==> src/rtl/multdiv_pkg.sv <==
// Shared types and constants for the iterative multiply/divide unit.
package multdiv_pkg;

    localparam int DEF_WIDTH = 32;

    localparam logic [31:0] INT_MIN = 32'h8000_0000;
    localparam logic [31:0] NEG_ONE = 32'hFFFF_FFFF;

    typedef enum logic [1:0] {
        IDLE = 2'd0,
        MULT = 2'd1,
        DIV  = 2'd2,
        DONE = 2'd3
    } md_state_e;

endpackage

==> src/rtl/multdiv_if.sv <==
// Operand/strobe/result bundle between the execute stage and multdiv_unit.
interface multdiv_if #(
    parameter int WIDTH = 32
);
    logic [WIDTH-1:0] data_operandA;
    logic [WIDTH-1:0] data_operandB;
    logic             ctrl_MULT;
    logic             ctrl_DIV;
    logic [WIDTH-1:0] data_result;
    logic             data_exception;
    logic             data_resultRDY;

    modport master (
        output data_operandA, data_operandB, ctrl_MULT, ctrl_DIV,
        input  data_result, data_exception, data_resultRDY
    );

    modport slave (
        input  data_operandA, data_operandB, ctrl_MULT, ctrl_DIV,
        output data_result, data_exception, data_resultRDY
    );
endinterface

==> src/rtl/multdiv_addsub.sv <==
// Combinational adder/subtractor shared by the Booth and restoring-divide steps.
module multdiv_addsub #(
    parameter int N = 33
) (
    input  logic [N-1:0] a_i,
    input  logic [N-1:0] b_i,
    input  logic         sub_i,
    output logic [N-1:0] sum_o,
    output logic         co_o
);
    logic [N-1:0] b_x;

    assign b_x = sub_i ? ~b_i : b_i;
    assign {co_o, sum_o} = {1'b0, a_i} + {1'b0, b_x} + {{N{1'b0}}, sub_i};
endmodule

==> src/rtl/multdiv_unit.sv <==
// Iterative signed multiply (radix-2 Booth) / divide (restoring) unit.
module multdiv_unit
    import multdiv_pkg::*;
#(
    parameter int WIDTH = DEF_WIDTH,
    parameter int CNT_W = 6
) (
    input logic      clock,
    input logic      reset,
    multdiv_if.slave bus
);
    localparam int PW = 2 * WIDTH + 1;

    md_state_e        state_q;
    logic [CNT_W-1:0] cnt_q;
    logic [WIDTH-1:0] a_q;
    logic [PW-1:0]    p_q;
    logic             neg_q;
    logic             dz_q;
    logic             ovf_q;
    logic [WIDTH-1:0] res_q;
    logic             exc_q;
    logic             rdy_q;

    logic [WIDTH:0]   as_a;
    logic [WIDTH:0]   as_b;
    logic [WIDTH:0]   as_s;
    logic             as_sub;
    logic             as_co;

    logic [WIDTH-1:0] hi;
    logic [WIDTH-1:0] lo;
    logic [PW-1:0]    p_d;
    logic [WIDTH-1:0] a_mag;
    logic [WIDTH-1:0] b_mag;
    logic [2*WIDTH-1:0] prod;
    logic             mul_exc;
    logic [WIDTH-1:0] div_res;
    logic             start;

    // p_q holds {hi, lo, booth bit}; in divide mode hi is the
    // partial remainder and lo the dividend shifting into the quotient.
    assign hi = p_q[PW-1 -: WIDTH];
    assign lo = p_q[WIDTH:1];

    assign start = bus.ctrl_MULT | bus.ctrl_DIV;
    assign a_mag = bus.data_operandA[WIDTH-1] ?
                   -bus.data_operandA : bus.data_operandA;
    assign b_mag = bus.data_operandB[WIDTH-1] ?
                   -bus.data_operandB : bus.data_operandB;

    multdiv_addsub #(.N(WIDTH + 1)) u_addsub (
        .a_i   (as_a),
        .b_i   (as_b),
        .sub_i (as_sub),
        .sum_o (as_s),
        .co_o  (as_co)
    );

    always_comb begin
        as_a   = {hi[WIDTH-1], hi};
        as_b   = {a_q[WIDTH-1], a_q};
        as_sub = p_q[1];
        p_d    = {hi[WIDTH-1], hi, p_q[WIDTH:1]};
        if (state_q == DIV) begin
            as_a   = {hi, lo[WIDTH-1]};
            as_b   = {1'b0, a_q};
            as_sub = 1'b1;
            if (as_co) begin
                p_d = {as_s[WIDTH-1:0], lo[WIDTH-2:0], 1'b1, 1'b0};
            end else begin
                p_d = {hi[WIDTH-2:0], lo[WIDTH-1],
                       lo[WIDTH-2:0], 1'b0, 1'b0};
            end
        end else if (p_q[1] ^ p_q[0]) begin
            p_d = {as_s, p_q[WIDTH:1]};
        end
    end

    assign prod    = p_q[PW-1:1];
    assign mul_exc = prod[2*WIDTH-1:WIDTH] != {WIDTH{prod[WIDTH-1]}};

    // Divide-by-zero overrides the all-ones quotient the array produces.
    always_comb begin
        div_res = neg_q ? -lo : lo;
        if (dz_q) begin
            div_res = '0;
        end
    end

    always_ff @(posedge clock or negedge reset) begin
        if (!reset) begin
            state_q <= IDLE;
            cnt_q   <= '0;
            a_q     <= '0;
            p_q     <= '0;
            neg_q   <= 1'b0;
            dz_q    <= 1'b0;
            ovf_q   <= 1'b0;
            res_q   <= '0;
            exc_q   <= 1'b0;
            rdy_q   <= 1'b0;
        end else if (start) begin
            cnt_q <= '0;
            exc_q <= 1'b0;
            rdy_q <= 1'b0;
            if (bus.ctrl_MULT) begin
                state_q <= MULT;
                a_q     <= bus.data_operandA;
                p_q     <= {{WIDTH{1'b0}}, bus.data_operandB, 1'b0};
            end else begin
                state_q <= DIV;
                a_q     <= b_mag;
                p_q     <= {{WIDTH{1'b0}}, a_mag, 1'b0};
                neg_q   <= bus.data_operandA[WIDTH-1] ^
                           bus.data_operandB[WIDTH-1];
                dz_q    <= bus.data_operandB == '0;
                ovf_q   <= (bus.data_operandA ==
                            {1'b1, {(WIDTH-1){1'b0}}}) &&
                           (bus.data_operandB == '1);
            end
        end else begin
            unique case (state_q)
                IDLE: rdy_q <= 1'b0;
                MULT, DIV: begin
                    if (cnt_q == CNT_W'(WIDTH)) begin
                        state_q <= DONE;
                        rdy_q   <= 1'b1;
                        if (state_q == MULT) begin
                            res_q <= prod[WIDTH-1:0];
                            exc_q <= mul_exc;
                        end else begin
                            res_q <= div_res;
                            exc_q <= dz_q | ovf_q;
                        end
                    end else begin
                        p_q   <= p_d;
                        cnt_q <= cnt_q + CNT_W'(1);
                    end
                end
                DONE: begin
                    rdy_q   <= 1'b0;
                    state_q <= IDLE;
                end
                default: state_q <= IDLE;
            endcase
        end
    end

    assign bus.data_result    = res_q;
    assign bus.data_exception = exc_q;
    assign bus.data_resultRDY = rdy_q;
endmodule

==> src/flat_wrapper.sv <==
// flat-port wrapper written by rule: the top's interface ports become plain ports
module multdiv_unit_flat import multdiv_pkg::*;
#(
    parameter int WIDTH = DEF_WIDTH,
    parameter int CNT_W = 6
)
  (clock, reset, bus_data_operandA, bus_data_operandB, bus_ctrl_MULT, bus_ctrl_DIV, bus_data_result, bus_data_exception, bus_data_resultRDY);
  multdiv_if #(.WIDTH(WIDTH)) bus_i ();
  input logic clock;
  input logic reset;
  input wire logic [$bits(bus_i.data_operandA)-1:0] bus_data_operandA;
  input wire logic [$bits(bus_i.data_operandB)-1:0] bus_data_operandB;
  input wire logic [$bits(bus_i.ctrl_MULT)-1:0] bus_ctrl_MULT;
  input wire logic [$bits(bus_i.ctrl_DIV)-1:0] bus_ctrl_DIV;
  output wire logic [$bits(bus_i.data_result)-1:0] bus_data_result;
  output wire logic [$bits(bus_i.data_exception)-1:0] bus_data_exception;
  output wire logic [$bits(bus_i.data_resultRDY)-1:0] bus_data_resultRDY;
  assign bus_i.data_operandA = bus_data_operandA;
  assign bus_i.data_operandB = bus_data_operandB;
  assign bus_i.ctrl_MULT = bus_ctrl_MULT;
  assign bus_i.ctrl_DIV = bus_ctrl_DIV;
  assign bus_data_result = bus_i.data_result;
  assign bus_data_exception = bus_i.data_exception;
  assign bus_data_resultRDY = bus_i.data_resultRDY;
  multdiv_unit #(.WIDTH(WIDTH), .CNT_W(CNT_W)) u_core (.clock(clock), .reset(reset), .bus(bus_i));
endmodule
==> config.mk <==
export PLATFORM = sky130hd
export DESIGN_NAME = multdiv_unit_flat
export DESIGN_NICKNAME = d
export VERILOG_FILES = /design/src/rtl/multdiv_pkg.sv /design/src/rtl/multdiv_if.sv /design/src/rtl/multdiv_addsub.sv /design/src/rtl/multdiv_unit.sv /design/src/flat_wrapper.sv
export SDC_FILE = /design/constraint.sdc
export NUM_CORES = 1
export LEC_CHECK = 0
export BUFFER_PORTS_ARGS = -buffer_cell sky130_fd_sc_hd__buf_2
export CAP_MARGIN = 30
export CORE_MARGIN = 2
export CORE_UTILIZATION = 40
export CTS_CLUSTER_SIZE = 20
export DETAILED_ROUTE_END_ITERATION = 10
export PLACE_DENSITY = 0.61
export SETUP_SLACK_MARGIN = 0.15
export SYNTH_ARGS = -nofsm -noshare
export SYNTH_HDL_FRONTEND = slang
export SYNTH_SLANG_ARGS = --single-unit
==> constraint.sdc <==
create_clock -name clock -period 5.9 [get_ports clock]
set_input_delay 0.295 -clock clock [delete_from_list [all_inputs] [get_ports clock]]
set_output_delay 0.295 -clock clock [all_outputs]
set_load 0.02 [all_outputs]
==> impl_metrics.yaml, run 1 <==
synth:
  syn-num-nets: 1601
  synth_top_family_by_area: "compound AO/OA/AOI/OAI gates"
  synthCells: 1489
  synthMuxAreaShare_pct: 6.66
  synth_area_leaders: "dfrtp_1 30%, o21ai_0 7.8%, nand2_1 7.6%"
  yosys.area.top_type: "dfrtp_1"
  synth_top_area_share_pct: 30.0
  synth-async-reset-ratio_pct: 100
  synth_area_um2: 11900
  yosys_warnings: 0
  synth-compound-area-share_pct: 24.5
  synth-seq-cells: 142
  synthAdderAreaFrac_pct: 4.71
  ys_types: 63
  synthSimpleGateAreaFrac_pct: 18.6
  seq_area_frac_synth_pct: 30.0
  yosys.area_share.xor_xnor_pct: 11.5
  avgSynthCellArea_um2: 7.96
  synthFlopType: "dfrtp_1"
  synth_edf_count: 0
clock_network:
  cts.reportedPaths.clkPinSlew_ns: 0.07
  cts_setup_buffers: 0
  cts-root-buf: "clkbuf_16"
  cts_tree: "done"
  h-tree-depth: 4
  cts_resized: 0
  cts_buffers: 17
  max-clock-path-buffers: 2
  clk_latency_ns: 0.43
  clock-sinks: 142
route:
  drc: 0
  drtAntennaViolNets: 0
  drt_iter0_drc: 981
  wl_per_cell_um: 19.3
  wl_mm: 37.3
  via_per_inst: 5.87
  vias: 11368
  first_pass_iters: 6
worst_setup_path:
  path_cells: "inv_1 -> ha_4 -> mux2_2 -> ha_1 -> a21o_1 -> a31o_2 -> a211oi_1 -> a21oi_1 -> nor3_1 -> a21boi_0 -> a211oi_1 -> o41ai_1"
  r2r_end: "u_core.p_q[64]"
  crit_type: "flip-flop to flip-flop"
  cp_common_cell: "a211oi_1"
  required_ns: 6.22
  regToRegSetupSlack_ns: 1.31
  worstReg2RegStart: "u_core.state_q[0]"
  crit_path_end_kind: "flip-flop"
  cp_slowest_stage_delay_ns: 0.58
  crit_path_max_fanout: 45
  worst_setup_path_start_kind: "flip-flop"
  worstPathArrival_ns: 4.90
  reg2reg_depth: 12
  cpMaxStageDelayCell: "ha_4"
die:
  die_y_um: 176
  rows: 63
  core-area_um2: 29400
  die_x_um: 176
  start_util_pct: 40.3
  io_pins: 102
  die_area_um2: 31000
global_route:
  globalRoute.busiestLayer: "met2"
  grt_util_all_layers_pct: 24.1
  grt_pass1_vias: 10752
  grt_util_met2_pct: 36.3
  grt_max_degree: 86
  use_met1_pct: 34.4
  grt_pass1_wl_mm: 59.4
  overflow: 0
  antenna_found_initial: 1
  met3_usage_pct: 5.10
timing:
  min_period_ns: 4.59
  worstMarginPinSlew_ns: 1.04
  finalSetupTns_ns: 0
  post-route-period-util_pct: 77.7
  setup_violations: 0
  slew_headroom_pct: 30.4
  clock_skew_ns: 0.0125
  clock.fmax_mhz: 218
  drv_slew: 0
  rsz0062_at_grt: "false"
  timing.hold.ws_ns: 0.139
  final_hold_viol_count: 0
job:
  max-cap-violations: 0
run_status:
  status: "finished clean"
placed_design:
  gp_congestion: 0.913
  placed_cells_incl_taps: 1902
  dpl.hpwl_mm: 26.5
  portBuffers: 101
power:
  p_per_area_nw_per_um2: 276
  ir_worst_vdd_mv: 0.222
  leakage_nw: 5.52
layout:
  instances_no_fill: 1937
  area_growth_pct: 12.8
  fin_util_pct: 45.5
  fill_cells: 2912
  layout_commonest_cell: "nand2_1"
  drive_gt1_share_pct: 12.8
  fin_nets: 1645
  layout_common_cells: "239 x nand2_1, 184 x o21ai_0, 142 x dfrtp_1"
hold_path:
  holdPathEnd: "u_core.a_q[25]"
  min_path_cells: 3
  hold_class: "primary input to flip-flop"
  hold_start: "bus_data_operandA[25]"
-- sequential cells by signal, summed over array words and instances, names as in the netlist --
name	cells
u_core.ovf_q	1
u_core.cnt_q	6
u_core.bus.data_exception	1
u_core.bus.data_result	32
u_core.state_q	2
u_core.a_q	32
u_core.p_q	65
u_core.bus.data_resultRDY	1
u_core.neg_q	1
u_core.dz_q	1
-- Yosys cell counts, drive strengths merged (15+ instances only) --
cell / count
or4: 15
nor2b: 28
dfrtp: 142
xor2: 81
buf: 20
inv: 28
nand4: 20
o31ai: 21
mux2i: 44
mux2: 31
nor2: 77
nor3: 26
a211oi: 60
a21oi: 102
xnor2: 75
ha: 43
nor4: 18
or3: 16
nand2: 239
clkbuf: 74
o21ai: 185
-- cell type report --
class | instances | area, um2 | area share, %
multi-input cells | 1224 | 7880 | 58.9
flip-flops and latches | 142 | 3550 | 26.6
repair buffers | 119 | 667 | 4.99
well taps | 390 | 488 | 3.65
clock buffers | 20 | 457 | 3.42
clock inverters | 11 | 213 | 1.59
inverters | 29 | 109 | 0.814
diodes | 2 | 5.00 | 0.0374
-- stage by stage --
stage               area [um2]  worst slack [ns]  total power, W
floorplan                11900             0.987         0.00205
global placement         12700              1.15         0.00240
detailed placement       12700              1.05         0.00241
CTS                      13300              1.01         0.00369
global route             13400             0.923         0.00389
finish                   13400              1.31         0.00369
-- metal layers --
layer  vias up  wire length (um)
met1      5446             17400
li1       5463                 -
met5         -                 0
met4         0               947
met3        55              2560
met2       404             16500
-- logic make-up after synthesis --
kind of cell | Yosys count
XOR/XNOR | 156
buffers and inverters | 123
AO/OA/AOI/OAI | 473
multiplexers | 75
flip-flops | 142
adder cells (fa/ha/maj) | 44
AND/OR/NAND/NOR | 476
-- report_power, final --
part / internal, W / switching (W) / total [W]
Clock: 0.000813 / 0.000452 / 0.00127
Combinational: 0.000484 / 0.000752 / 0.00124
Sequential: 0.00105 / 0.000135 / 0.00119
-- worst max path at each step --
stage	startpoint	endpoint	slack (ns)	depth (start not counted)
2_1_floorplan	u_core.state_q[0]	u_core.p_q[63]	0.99	20
3_3_place_gp	u_core.state_q[0]	u_core.p_q[43]	1.15	16
3_5_place_dp	u_core.state_q[0]	u_core.p_q[43]	1.05	16
4_1_cts	u_core.state_q[0]	u_core.p_q[43]	1.01	16
5_1_grt	u_core.state_q[0]	u_core.p_q[64]	0.92	12
6_report	u_core.state_q[0]	u_core.p_q[64]	1.31	12
-- timing repair --
item	in CTS	in global routing
setup endpoints to repair	0	0
hold buffers	1	0
endpoints found under the hold margin	28	0
-- worst max-delay path, delay by kind of cell, from the launching register on --
family | cells | cell delay, ns
AOI/OAI and AO/OA | 7 | 2.14
adders and majority gates | 2 | 0.96
DFF | 1 | 0.41
muxes | 1 | 0.41
and+or+nand+nor | 1 | 0.38
buffers and inverters | 1 | 0.16
Power figures use the tool's default switching activity.
==> inputs of run 2 (changes only) <==
- ABC_AREA: unset -> 1
- PLACE_DENSITY: 0.61 -> 0.63
- clock period: 5.9 -> 4.2 ns (I/O delays scaled with it)
==> impl_metrics.yaml, run 2 <==
run_status:
  status: "finished clean"
layout:
  area_growth_pct: 11.4
  layout_common_cells: "513 x nand2_1, 208 x inv_1, 177 x nand3_1"
  largest_reg_flops: 65
  top_register: "u_core.p_q"
  drive_gt1_share_pct: 10.0
  fin_nets: 2180
  layout_commonest_cell: "nand2_1"
  fill_cells: 3403
global_route:
  grt_util_all_layers_pct: 30.1
  overflow: 0
  grt_pass1_wl_mm: 77.9
  grt_max_degree: 85
  grt_pass1_vias: 13497
  antenna_found_initial: 8
route:
  drc: 0
  wl_per_cell_um: 20.0
  first_pass_iters: 7
  drt_iter0_drc: 1471
  via_per_inst: 5.70
  drtAntennaViolNets: 0
  wl_mm: 50.5
  vias: 14420
worst_setup_path:
  cp_slowest_stage_delay_ns: 0.45
  critPathBufInv: 3
  crit_path_end_kind: "flip-flop"
  worstReg2RegStart: "u_core.state_q[0]"
  r2r_end: "u_core.p_q[49]"
  worst_setup_path_start_kind: "flip-flop"
  required_ns: 4.58
  regToRegSetupSlack_ns: 0.49
  reg2reg_depth: 21
  cp_top_family: "simple AND/OR/NAND/NOR gates"
  crit_type: "flip-flop to flip-flop"
  cpMaxStageDelayCell: "fa_1"
  cp_common_cell: "nand2_1"
  crit_path_max_fanout: 36
  worstPathArrival_ns: 4.10
  path_cells: "inv_1 -> ha_1 -> buf_6 -> inv_4 -> nand2_1 -> nand3_1 -> and2_1 -> fa_1 -> nand2_1 -> nand3_1 -> nand3_1 -> nand2_1 -> nand2_1 -> nand2_1 -> nand2_1 -> nand2_1 -> xor2_1 -> nand2_1 -> o211ai_1 -> nand2_1 -> nand2_1"
timing:
  clock.fmax_mhz: 269
  finalSetupTns_ns: 0
  min_period_ns: 3.71
  final_hold_viol_count: 0
  drv_slew: 0
  setup_violations: 0
  worstMarginPinSlew_ns: 0.871
  rsz0062_at_grt: "false"
  clock_skew_ns: 0.0148
  slew_headroom_pct: 41.9
  fin_ws_ns: 0.486
  post-route-period-util_pct: 88.4
die:
  start_util_pct: 40.3
  io_pins: 102
  die_x_um: 184
  core-area_um2: 32300
  die_y_um: 184
  die_area_um2: 34000
  rows: 66
synth:
  synth-seq-cells: 142
  yosys_warnings: 0
  synth_edf_count: 0
  synth-async-reset-ratio_pct: 100
  seq_area_frac_synth_pct: 27.3
  synthCells: 2018
  synth_most_common_cell: "nand2_1"
  avgSynthCellArea_um2: 6.45
  ys_types: 60
  yosys.area.top_type: "dfrtp_1"
  synth_commonest_cells: "514 x nand2_1, 208 x inv_1, 177 x nand3_1, 170 x o21ai_0, 168 x nor2_1"
  synth_top_area_share_pct: 27.3
  syn-num-nets: 2130
  synth_area_um2: 13000
  synth_area_leaders: "dfrtp_1 27%, nand2_1 15%, nand3_1 6.8%"
  synthFlopType: "dfrtp_1"
hold_path:
  hold_class: "primary input to flip-flop"
  hold_start: "bus_data_operandA[23]"
  min_path_cells: 3
  holdPathEnd: "u_core.a_q[23]"
clock_network:
  max-clock-path-buffers: 2
  cts.reportedPaths.clkPinSlew_ns: 0.07
  clock-sinks: 142
  cts_tree: "done"
  cts_buffers: 17
  h-tree-depth: 4
  cts-root-buf: "clkbuf_16"
  clk_latency_ns: 0.45
placed_design:
  dpl.hpwl_mm: 39.0
  dp_slack_ns: 0.332
  gp_congestion: 1.03
  portBuffers: 101
power:
  ir_worst_vdd_mv: 0.322
  p_per_area_nw_per_um2: 425
  leakage_nw: 6.76
job:
  max-cap-violations: 0
run 2: worst reg2reg max path, cell delays in order, from the launching register on:
cell and delay [ns]:
dfrtp_1 0.40, inv_1 0.14, ha_1 0.25, buf_6 0.34
inv_4 0.16, nand2_1 0.11, nand3_1 0.12, and2_1 0.23
fa_1 0.45, nand2_1 0.10, nand3_1 0.08, nand3_1 0.08
nand2_1 0.13, nand2_1 0.09, nand2_1 0.13, nand2_1 0.10
nand2_1 0.15, xor2_1 0.24, nand2_1 0.07, o211ai_1 0.12
nand2_1 0.09, nand2_1 0.07
run 2: where the power goes:
group | total [W] | internal, W | switching (W)
clock | 0.00161 | 0.000922 | 0.000688
combinational | 0.00282 | 0.000874 | 0.00194
sequential | 0.00173 | 0.00152 | 0.000215
total | 0.00616 | 0.00331 | 0.00284
run 2: layer usage:
layer / track usage [%] / up-vias / share of wire (%)
li1: - / 6870 / -
met4: 13.6 / 0 / 4.5
met3: 4.84 / 117 / 6.9
met2: 49.9 / 618 / 47
met5: 0 / - / 0
met1: 38.4 / 6815 / 41
run 2: logic make-up (layout without fill, tap and decap cells):
logic type	after synthesis	count (layout)	synth area share [%]
flip-flops	142	142	27.3
adder cells (fa/ha/maj)	44	44	4.29
other	0	6	0
buffers and inverters	312	375	9.54
XOR/XNOR	80	80	5.39
AND/OR/NAND/NOR	989	989	33.3
AO/OA/AOI/OAI	451	451	20.2
run 2: stage by stage:
step | total power (W) | instances | cell area [um2] | util, % | hold slack, ns
final | 0.00616 | 2529 | 14500 | 44.9 | 0.0717
after global routing | 0.00656 | 2527 | 14500 | 44.9 | 0.0772
after CTS | 0.00613 | 2523 | 14500 | 44.8 | 0.0580
after detailed placement | 0.00451 | 2490 | 13900 | 42.9 | 0.355
after global placement | 0.00450 | 2489 | 13800 | 42.9 | 0.350
after floorplan | 0.00366 | 2018 | 13000 | - | -0.0856
run 2: layout make-up:
class,count,area (um2),area share (%)
diodes,6,15.0,0.104
repair buffers,123,703,4.85
flip-flops and latches,142,3550,24.5
clock inverters,13,153,1.05
multi-input cells,1564,8230,56.8
well taps,442,553,3.82
clock buffers,19,453,3.12
inverters,220,831,5.73
run 2: worst max path at each step:
stage,cells past startpoint,to,from,slack [ns]
2_1_floorplan,19,u_core.p_q[39],u_core.state_q[0],1.04
3_3_place_gp,18,u_core.p_q[47],u_core.state_q[0],0.39
3_5_place_dp,18,u_core.p_q[46],u_core.state_q[0],0.33
4_1_cts,18,u_core.p_q[46],u_core.state_q[0],0.34
5_1_grt,21,u_core.p_q[48],u_core.state_q[0],0.23
6_report,21,u_core.p_q[49],u_core.state_q[0],0.49
run 2: what timing repair did:
item | 4_1_cts | 5_1_grt
setup buffers | 0 | 0
gates resized for setup | 0 | 3
hold buffers | 1 | 0
hold endpoints to repair | 82 | 0
endpoints found under the setup margin | 0 | 24
